### src/rtl/interp_sequencer_pkg.sv
// ---------------------------------------------------------------------------
// interp_sequencer_pkg
//   Shared definitions for the subpixel interpolation sequencer: FSM state
//   encodings (kept numerically identical to the datapath-side encodings),
//   default block geometry and a small counter helper.
// ---------------------------------------------------------------------------
package interp_sequencer_pkg;

  // Default block geometry
  localparam int ROWS_DEFAULT      = 15;  // reference rows per block
  localparam int OUT_WORDS_DEFAULT = 40;  // 64-bit result words per block
  localparam int FILT_LAT_DEFAULT  = 2;   // filter issue-to-result latency
  localparam int SEL_W_DEFAULT     = 8;   // width of out_sel / word counter
  localparam int BLK_W             = 16;  // completed-block counter width

  // Sequencer states; encodings are visible to the datapath top
  typedef enum logic [2:0] {
    ST_IDLE  = 3'd0,
    ST_FILL  = 3'd1,
    ST_ISSUE = 3'd2,
    ST_DRAIN = 3'd3,
    ST_DONE  = 3'd4
  } state_t;

  // Block counter increment; wraps from all-ones back to zero
  function automatic logic [BLK_W-1:0] blk_next(input logic [BLK_W-1:0] cnt);
    return cnt + 16'd1;
  endfunction

endpackage

### src/rtl/interp_delay_line.sv
// ---------------------------------------------------------------------------
// interp_delay_line
//   DEPTH-stage register chain that models the filter pipeline latency for
//   the {valid, sel} tag travelling alongside each filter operation.
//   DEPTH = 0 degenerates to a plain wire.
//
// Ports
//   clock    in   1      posedge clock
//   clear_L  in   1      synchronous active-low clear of every stage
//   din      in   WIDTH  tag entering the chain this cycle
//   dout     out  WIDTH  tag leaving the chain (tail of the chain)
// ---------------------------------------------------------------------------
module interp_delay_line #(
  parameter int WIDTH = 9,
  parameter int DEPTH = 2
) (
  input  logic             clock,
  input  logic             clear_L,
  input  logic [WIDTH-1:0] din,
  output logic [WIDTH-1:0] dout
);

  if (DEPTH == 0) begin : g_wire
    // Zero latency: the tail is the head; clock and clear have no role
    logic unused_s;
    assign unused_s = clock ^ clear_L;
    assign dout     = din;
  end else begin : g_chain
    logic [WIDTH-1:0] stage_r [DEPTH];

    // Shift register: clear flushes all in-flight tags at once
    always_ff @(posedge clock) begin
      if (!clear_L) begin
        for (int i = 0; i < DEPTH; i++) begin
          stage_r[i] <= {WIDTH{1'b0}};
        end
      end else begin
        stage_r[0] <= din;
        for (int i = 1; i < DEPTH; i++) begin
          stage_r[i] <= stage_r[i-1];
        end
      end
    end

    assign dout = stage_r[DEPTH-1];
  end

endmodule

### src/rtl/interp_sequencer.sv
// ---------------------------------------------------------------------------
// interp_sequencer
//   Frame-level controller for the subpixel interpolation datapath. Per block
//   it loads ROWS reference rows into the input shift register, issues
//   OUT_WORDS filter operations, captures each result into the output filler
//   FILT_LAT cycles after its issue, and pulses done.
//
// Ports
//   clock       in   1      single clock, posedge
//   reset_L     in   1      synchronous active-low reset
//   start       in   1      begin one block (sampled only in IDLE)
//   abort       in   1      cancel current block, IDLE next cycle
//   row_valid   in   1      source presents a row on the datapath bus
//   row_ready   out  1      sequencer accepts rows this cycle (FILL)
//   in_load_L   out  1      active-low load strobe to input shift register
//   filt_issue  out  1      filter starts an operation this cycle
//   out_load_L  out  1      active-low load strobe to output filler
//   out_sel     out  SEL_W  index of result word being captured
//   busy        out  1      high in every state except IDLE
//   done        out  1      one-cycle pulse on normal block completion
//   blk_cnt     out  16     completed-block counter, wraps to 0
// ---------------------------------------------------------------------------
module interp_sequencer
  import interp_sequencer_pkg::*;
#(
  parameter int ROWS      = ROWS_DEFAULT,
  parameter int OUT_WORDS = OUT_WORDS_DEFAULT,
  parameter int FILT_LAT  = FILT_LAT_DEFAULT,
  parameter int SEL_W     = SEL_W_DEFAULT
) (
  input  logic             clock,
  input  logic             reset_L,
  input  logic             start,
  input  logic             abort,
  input  logic             row_valid,
  output logic             row_ready,
  output logic             in_load_L,
  output logic             filt_issue,
  output logic             out_load_L,
  output logic [SEL_W-1:0] out_sel,
  output logic             busy,
  output logic             done,
  output logic [BLK_W-1:0] blk_cnt
);

  // Largest value an SEL_W counter can hold
  localparam int unsigned SEL_MAX = (32'd1 << SEL_W) - 32'd1;

  if (ROWS < 1 || ROWS > int'(SEL_MAX) ||
      OUT_WORDS < 1 || OUT_WORDS > int'(SEL_MAX) ||
      FILT_LAT < 0 || FILT_LAT > int'(SEL_MAX)) begin : g_bad_params
    $error("interp_sequencer: ROWS/OUT_WORDS/FILT_LAT do not fit SEL_W counters");
  end

  // Terminal counts; DRAIN_LAST is unused when there is no drain phase
  localparam logic [SEL_W-1:0] ROW_LAST   = SEL_W'(ROWS - 1);
  localparam logic [SEL_W-1:0] WORD_LAST  = SEL_W'(OUT_WORDS - 1);
  localparam logic [SEL_W-1:0] DRAIN_LAST = SEL_W'((FILT_LAT > 0) ? (FILT_LAT - 1) : 0);

  state_t           state_r, state_s;
  logic [SEL_W-1:0] row_cnt_r, row_cnt_s;
  logic [SEL_W-1:0] word_cnt_r, word_cnt_s;
  logic [SEL_W-1:0] drain_cnt_r, drain_cnt_s;
  logic [BLK_W-1:0] blk_cnt_r, blk_cnt_s;
  logic [SEL_W-1:0] sel_hold_r;

  logic             fill_s;
  logic             issue_s;
  logic             accept_s;
  logic             dl_clear_L_s;
  logic [SEL_W:0]   dl_in_s;
  logic [SEL_W:0]   dl_out_s;
  logic             tail_valid_s;
  logic [SEL_W-1:0] tail_sel_s;

  assign fill_s   = (state_r == ST_FILL);
  assign issue_s  = (state_r == ST_ISSUE);
  assign accept_s = fill_s & row_valid;

  // Abort flushes in-flight results so nothing reaches the filler afterwards
  assign dl_clear_L_s = reset_L & ~abort;
  assign dl_in_s      = {issue_s, word_cnt_r};

  interp_delay_line #(
    .WIDTH (SEL_W + 1),
    .DEPTH (FILT_LAT)
  ) u_delay_line (
    .clock   (clock),
    .clear_L (dl_clear_L_s),
    .din     (dl_in_s),
    .dout    (dl_out_s)
  );

  assign tail_valid_s = dl_out_s[SEL_W];
  assign tail_sel_s   = dl_out_s[SEL_W-1:0];

  // Next-state and counter update logic
  always_comb begin
    state_s     = state_r;
    row_cnt_s   = row_cnt_r;
    word_cnt_s  = word_cnt_r;
    drain_cnt_s = drain_cnt_r;
    blk_cnt_s   = blk_cnt_r;

    if (abort) begin
      // Abort wins over everything, including start in IDLE
      state_s = ST_IDLE;
    end else begin
      case (state_r)
        ST_IDLE: begin
          if (start) begin
            state_s   = ST_FILL;
            row_cnt_s = {SEL_W{1'b0}};
          end else begin
            state_s = ST_IDLE;
          end
        end

        ST_FILL: begin
          // Gaps in row_valid simply stall; there is no timeout
          if (accept_s) begin
            if (row_cnt_r == ROW_LAST) begin
              state_s    = ST_ISSUE;
              word_cnt_s = {SEL_W{1'b0}};
            end else begin
              row_cnt_s = row_cnt_r + {{(SEL_W-1){1'b0}}, 1'b1};
            end
          end else begin
            state_s = ST_FILL;
          end
        end

        ST_ISSUE: begin
          if (word_cnt_r == WORD_LAST) begin
            // With zero latency the last result is captured this very cycle
            state_s     = (FILT_LAT == 0) ? ST_DONE : ST_DRAIN;
            drain_cnt_s = {SEL_W{1'b0}};
          end else begin
            word_cnt_s = word_cnt_r + {{(SEL_W-1){1'b0}}, 1'b1};
          end
        end

        ST_DRAIN: begin
          if (drain_cnt_r == DRAIN_LAST) begin
            state_s = ST_DONE;
          end else begin
            drain_cnt_s = drain_cnt_r + {{(SEL_W-1){1'b0}}, 1'b1};
          end
        end

        ST_DONE: begin
          state_s   = ST_IDLE;
          blk_cnt_s = blk_next(blk_cnt_r);
        end

        default: begin
          state_s = ST_IDLE;
        end
      endcase
    end
  end

  // State and counter registers
  always_ff @(posedge clock) begin
    if (!reset_L) begin
      state_r     <= ST_IDLE;
      row_cnt_r   <= {SEL_W{1'b0}};
      word_cnt_r  <= {SEL_W{1'b0}};
      drain_cnt_r <= {SEL_W{1'b0}};
      blk_cnt_r   <= {BLK_W{1'b0}};
    end else begin
      state_r     <= state_s;
      row_cnt_r   <= row_cnt_s;
      word_cnt_r  <= word_cnt_s;
      drain_cnt_r <= drain_cnt_s;
      blk_cnt_r   <= blk_cnt_s;
    end
  end

  // Remember the last captured word so out_sel is stable between captures
  always_ff @(posedge clock) begin
    if (!reset_L) begin
      sel_hold_r <= {SEL_W{1'b0}};
    end else if (tail_valid_s) begin
      sel_hold_r <= tail_sel_s;
    end else begin
      sel_hold_r <= sel_hold_r;
    end
  end

  // in_load_L is combinational from row_valid: the datapath samples on the
  // falling edge, so the half-cycle settling time is sufficient.
  assign row_ready  = fill_s;
  assign in_load_L  = ~accept_s;
  assign filt_issue = issue_s;
  assign out_load_L = ~tail_valid_s;
  assign out_sel    = tail_valid_s ? tail_sel_s : sel_hold_r;
  assign busy       = (state_r != ST_IDLE);
  assign done       = (state_r == ST_DONE);
  assign blk_cnt    = blk_cnt_r;

endmodule

### config.mk
export PLATFORM = sky130hd
export DESIGN_NAME = interp_sequencer
export DESIGN_NICKNAME = d
export VERILOG_FILES = /design/src/rtl/interp_sequencer_pkg.sv /design/src/rtl/interp_delay_line.sv /design/src/rtl/interp_sequencer.sv
export SDC_FILE = /design/constraint.sdc
export NUM_CORES = 1
export LEC_CHECK = 0
export CORE_MARGIN = 4
export CORE_UTILIZATION = 46
export DETAILED_ROUTE_END_ITERATION = 7
export PLACE_DENSITY_LB_ADDON = 0.2
export SYNTH_ARGS = -nofsm -noshare
export SYNTH_HDL_FRONTEND = slang
export SYNTH_SLANG_ARGS = --single-unit
### constraint.sdc
create_clock -name clock -period 2.3 [get_ports clock]
set_input_delay 0.345 -clock clock [delete_from_list [all_inputs] [get_ports clock]]
set_output_delay 0.345 -clock clock [all_outputs]
set_load 0.02 [all_outputs]
Word-level counts from Yosys, hierarchy flattened. Memories as Yosys holds them, arrays and structs flattened. Index checks and enable logic that the tools add are counted. W data, S select, Z words.

Flip-flop bits (word level): 51. Latch bits: 0. RAM bits: 18. Bits in read-only memories: 0. Bits of input ports: 5. Output and inout port bits: 30. Logic and storage cells: 68. Memories kept: 1.

Memories: u_delay_line.g_chain.stage_r (depth 2, bits a word 9, read ports 2, clocked after memory_dff 0, write ports 2, line interp_delay_line.sv:29) `logic [WIDTH-1:0] stage_r [DEPTH];`.

Add/subtract/negate cells: 4. Multipliers: 0. Divide/modulo/power cells: 0. Magnitude comparators: 0. Equality and inequality tests: 16. Shift-type cells: 0. Multiplexer cells: 22. Bitwise gates (word level): 8. Reductions and logical operators: 11.

Operators by type and width (number): $mux W8 (9); $pmux W8 S2 (3); $add A8 B1 Y8 const B (3); $mux W9 (2); $add A16 B1 Y16 const B (1); $mux W3 (4); $pmux W3 S4 (1); $ne A2 B2 Y1 const B (5); $reduce_and A5 Y1 (2); $eq A8 B1 Y1 const B (1); $eq A8 B4 Y1 const B (1); $eq A8 B6 Y1 const B (1); $eq A3 B2 Y1 const B (2); $ne A2 B1 Y1 const B (3); $reduce_bool A2 Y1 (3); $not A1 Y1 (4); $reduce_and A4 Y1 (1); $eq A3 B1 Y1 const B (1); $eq A3 B3 Y1 const B (1); $logic_not A3 Y1 (1); $mux W1 (3); $ne A3 B2 Y1 const B (1); $reduce_and A3 Y1 (1); $reduce_bool A3 Y1 (1); other kinds (4) (6).

Logic depth before layout (Yosys ltp).
Word-level depth: 4. Depth in mapped cells: 7. Gate-level depth less buffers: 6.

Modules after synthesis. From an unflattened synthesis, not the netlist that was laid out.

Cell total of the unflattened synthesis: 349. Area, all modules: 3226.8 um^2.

Modules (own cells, without submodules): interp_sequencer (times used 1, cells an instance 303, area an instance 2657.5 um^2); interp_delay_line (times used 1, cells an instance 46, area an instance 569.3 um^2).

Worst setup path after synthesis. No wires, ideal clock.

Path kind: reg-to-reg. From: register row_cnt_r[0]. To: register word_cnt_r[6]. Library setup time: 118 ps. Data arrival time: 1873 ps. Setup slack: 310 ps. Stages on the path, launching flop included: 8. Path buffers: 1. Period minus slack after synthesis: 1990 ps. Cell sequence: dfxtp_1 inv_1 ha_1 or4b_1 clkbuf_1 or4_4 a211oi_2 nor2_1.

Cells in the longest elaborated chain, start to end: 3.

Ends and longest elaborated chain: start: declaration (line interp_sequencer.sv:61) `logic [SEL_W-1:0] row_cnt_r, row_cnt_s;`; start signal: assignment (line interp_sequencer.sv:167) `row_cnt_r <= {SEL_W{1'b0}};`; start signal: assignment (line interp_sequencer.sv:173) `row_cnt_r <= row_cnt_s;`; $eq A8 B4 Y1 (line interp_sequencer.sv:122) `if (row_cnt_r == ROW_LAST) begin`; $ne A2 B1 Y1 (no source line); $reduce_and A5 Y1 (no source line); end signal: assignment (line interp_sequencer.sv:168) `word_cnt_r <= {SEL_W{1'b0}};`; end signal: assignment (line interp_sequencer.sv:174) `word_cnt_r <= word_cnt_s;`; end: declaration (line interp_sequencer.sv:62) `logic [SEL_W-1:0] word_cnt_r, word_cnt_s;`.

No other way between the ends. A chain may end at the register's enable or synchronous reset.

Final worst setup path.
From: register word_cnt_r[0]. To: register drain_cnt_r[1].

Cells in the longest elaborated chain, start to end: 3.

Ends and longest elaborated chain: $eq A8 B6 Y1 (line interp_sequencer.sv:134) `if (word_cnt_r == WORD_LAST) begin`; $ne A2 B1 Y1 (no source line); $reduce_and A4 Y1 (no source line); end signal: assignment (line interp_sequencer.sv:169) `drain_cnt_r <= {SEL_W{1'b0}};`; end signal: assignment (line interp_sequencer.sv:175) `drain_cnt_r <= drain_cnt_s;`; end: declaration (line interp_sequencer.sv:63) `logic [SEL_W-1:0] drain_cnt_r, drain_cnt_s;`.

No other way between the ends.

==> impl_metrics.ini <==
[synth]
synth_area_um2 = 3180
seq_area_frac_synth_pct = 43.5
ys_warn_count = 0
synth_compound_area_share_pct = 14.9
synthAdderAreaFrac_pct = 2.36
synth.distinct_cells = 54
postSynth.asyncResetShare_pct = 0
synth.area.mux_share_pct = 5.08
synth_top_family_by_area = simple AND/OR/NAND/NOR gates
syn_inst = 347
ys_seq_elements = 69
avgSynthCellArea_um2 = 9.16
synthXorXnorAreaFrac_pct = 2.48
ys_dominant_reg_cell = dfxtp_1
synth-edff-count = 0
synth_nets = 358
yosys.area_share.simple_pct = 28.1

[setup_path]
worstPathCellList = ha_1 > and4b_1 > a21oi_1 > buf_4 > a2111oi_4 > mux2_2
critical_path.startpoint = word_cnt_r[0]$_SDFFE_PN0P_
worstPathRequired_ps = 2530
cpPeakStageDelay_ps = 500
cp_slowest_cell = a2111oi_4
start_kind = flop
r2r_start = word_cnt_r[0]$_SDFFE_PN0P_
crit_arrival_ps = 2400
path_max_fanout = 6
crit_path_end_kind = flop
critPathKind = flop to flop

[power_and_ir_drop]
ir_worst_vdd_mv = 0.316
p_leak_nw = 1.44
powerDensity_nw_per_um2 = 613

[die]
fp.dieW_um = 91.1
core-area_um2 = 6760
rows = 30
num_io_pins = 35
start_util_pct = 47.0
die-area_um2 = 8300
die_h_um = 91.1

[clocking]
cts_tree = yes
cts_buffer_depth = 2
cts.sinks = 69
clkTransAtPathRegs_ps = 70
clk_latency_ps = 340
cts_root_buf = clkbuf_8
hold_buffers = 0
cts_setup_buffers = 0
numCtsBuffers = 9
cts_max_level = 3

[placed_design]
place_congestion = 0.833
dp_slack_ps = 59.5
numPortBuffers = 34
hpwl_um = 4420

[cells_and_area]
layout_common_cells = dfxtp_1 (68), nand2_1 (34), clkdlybuf4s50_1 (31), and2_1 (27), nor2_1 (24)
area_delta_synth_final_pct = 22.4
layout_commonest_cell = dfxtp_1
drive_gt1_share_pct = 14.4
fillers = 596
diodes = 0
fin_nets = 401

[global_route]
grt_usage_pct = 16.7
grt_pass1_wl_um = 11500
grt_pass1_vias = 2451
grt_start_max_net_pins = 33
antenna_found_initial = 0
grt_overflow_total = 0

[timing]
finalHoldViolCount = 0
max-slew-margin-rel_pct = 34.7
min_period_ps = 2170
period_share_pct = 94.5
slew_violations = 0
rsz0062_at_grt = no
fin_hold_ws_ps = 423
finalClockSkew_ps = 7.59
finalSetupViolCount = 0
setup_slack_ps = 127
fmax_mhz = 460
worstMarginPinSlew_ps = 976
finalSetupTns_ps = 0

[status]
status = completed

[detailed_routing]
first_pass_iters = 4
first_iter_violations = 118
vias = 2654
routed_via_density = 5.59
wl_per_cell_um = 13.8
postRouteAntennaNets = 0
drc_errors = 0
detail_route.wirelength_um = 6550

[min_path]
hold_class = flop to flop
min_from = u_delay_line.g_chain.stage_r[0][8]$_SDFF_PN0_

[job]
cap_violations = 0
==> sequential cells by signal, summed over array words and instances, names as in the netlist <==
| signal | cells |
|---|---|
| blk_cnt | 16 |
| drain_cnt_r | 8 |
| row_cnt_r | 8 |
| sel_hold_r | 8 |
| state_r | 3 |
| u_delay_line.g_chain.stage_r | 18 |
| word_cnt_r | 8 |
==> per-stage QoR <==
| step | cell area (µm²) | power [mW] | std cells | util, % |
|---|---|---|---|---|
| after floorplan | 3180 | 1.27 | 347 | - |
| after global placement | 3650 | 1.30 | 459 | 54.0 |
| after detailed placement | 3650 | 1.30 | 459 | 54.0 |
| after CTS | 3870 | 2.41 | 475 | 57.3 |
| after global routing | 3890 | 2.48 | 475 | 57.6 |
| final | 3890 | 2.38 | 475 | 57.6 |
==> cells by family after synthesis <==
family                   Yosys count
AO/OA/AOI/OAI                     64
XOR/XNOR                           9
adder cells (fa/ha/maj)            6
buffers and inverters             25
flip-flops                        69
multiplexers                      15
AND/OR/NAND/NOR                  159
==> synth_stat cells (all sizes together), types with 4 or more instances <==
cell,instances,area [µm²]
a21oi,14,70.1
a31oi,6,37.5
and2,27,169
and3,4,25.0
buf,5,40.0
clkbuf,12,45.0
dfxtp,69,1380
ha,6,75.1
inv,7,26.3
mux2,9,101
mux2i,6,60.1
nand2,34,128
nand2b,5,31.3
nand3,19,95.1
nand4,4,25.0
nor2,24,90.1
nor3,14,70.1
nor4,5,52.6
o21a,6,45.0
o21ai,10,50.1
o221a,5,56.3
o32ai,6,52.6
or4,4,33.8
xnor2,5,43.8
xor2,4,35.0
==> final timing paths <==
| check | endpoint | slack [ps] | depth (start not counted) |
|---|---|---|---|
| hold reg to reg | u_delay_line.g_chain.stage_r[0][17]$_SDFF_PN0_ | 420 | 1 |
| hold / removal | u_delay_line.g_chain.stage_r[0][17]$_SDFF_PN0_ | 420 | 1 |
| setup / recovery | drain_cnt_r[1]$_SDFFE_PN0P_ | 130 | 6 |
| setup reg to reg | drain_cnt_r[1]$_SDFFE_PN0P_ | 130 | 6 |
==> power breakdown <==
group          switching [mW]  internal, mW
clock                   0.437         0.671
sequential            0.00137          1.20
combinational          0.0530        0.0263
total                   0.491          1.89
==> timing repair <==
action / CTS / global route
setup endpoints to repair: 3 / 10
resized for setup: 2 / 5
gates cloned: 0 / 0
==> worst max-delay path, delay by kind of cell (launching register included) <==
family,cells,cell delay (ps)
AO/OA/AOI/OAI,2,590
flip-flops,1,390
multiplexers,1,380
AND/OR/NAND/NOR,1,280
adder cells (fa/ha/maj),1,250
buffers and inverters,1,160
==> cell type report <==
cell class	count	area [µm²]	share of cell area (%)
clock buffer	13	159	4.08
sequential	69	1380	35.5
clock inverter	3	67.6	1.74
multi-input combinational	253	1690	43.6
tap	80	100	2.57
inverter	8	30.0	0.772
timing repair buffer	49	457	11.7
==> layer usage <==
metal / track usage (%) / share of wire [%] / wire length [µm]
met3: 3.48 / 3.4 / 223
met5: 0 / 0 / 0
met4: 7.91 / 1.9 / 123
met1: 21.8 / 49 / 3190
met2: 26.4 / 46 / 3010
Power figures use the tool's default switching activity.
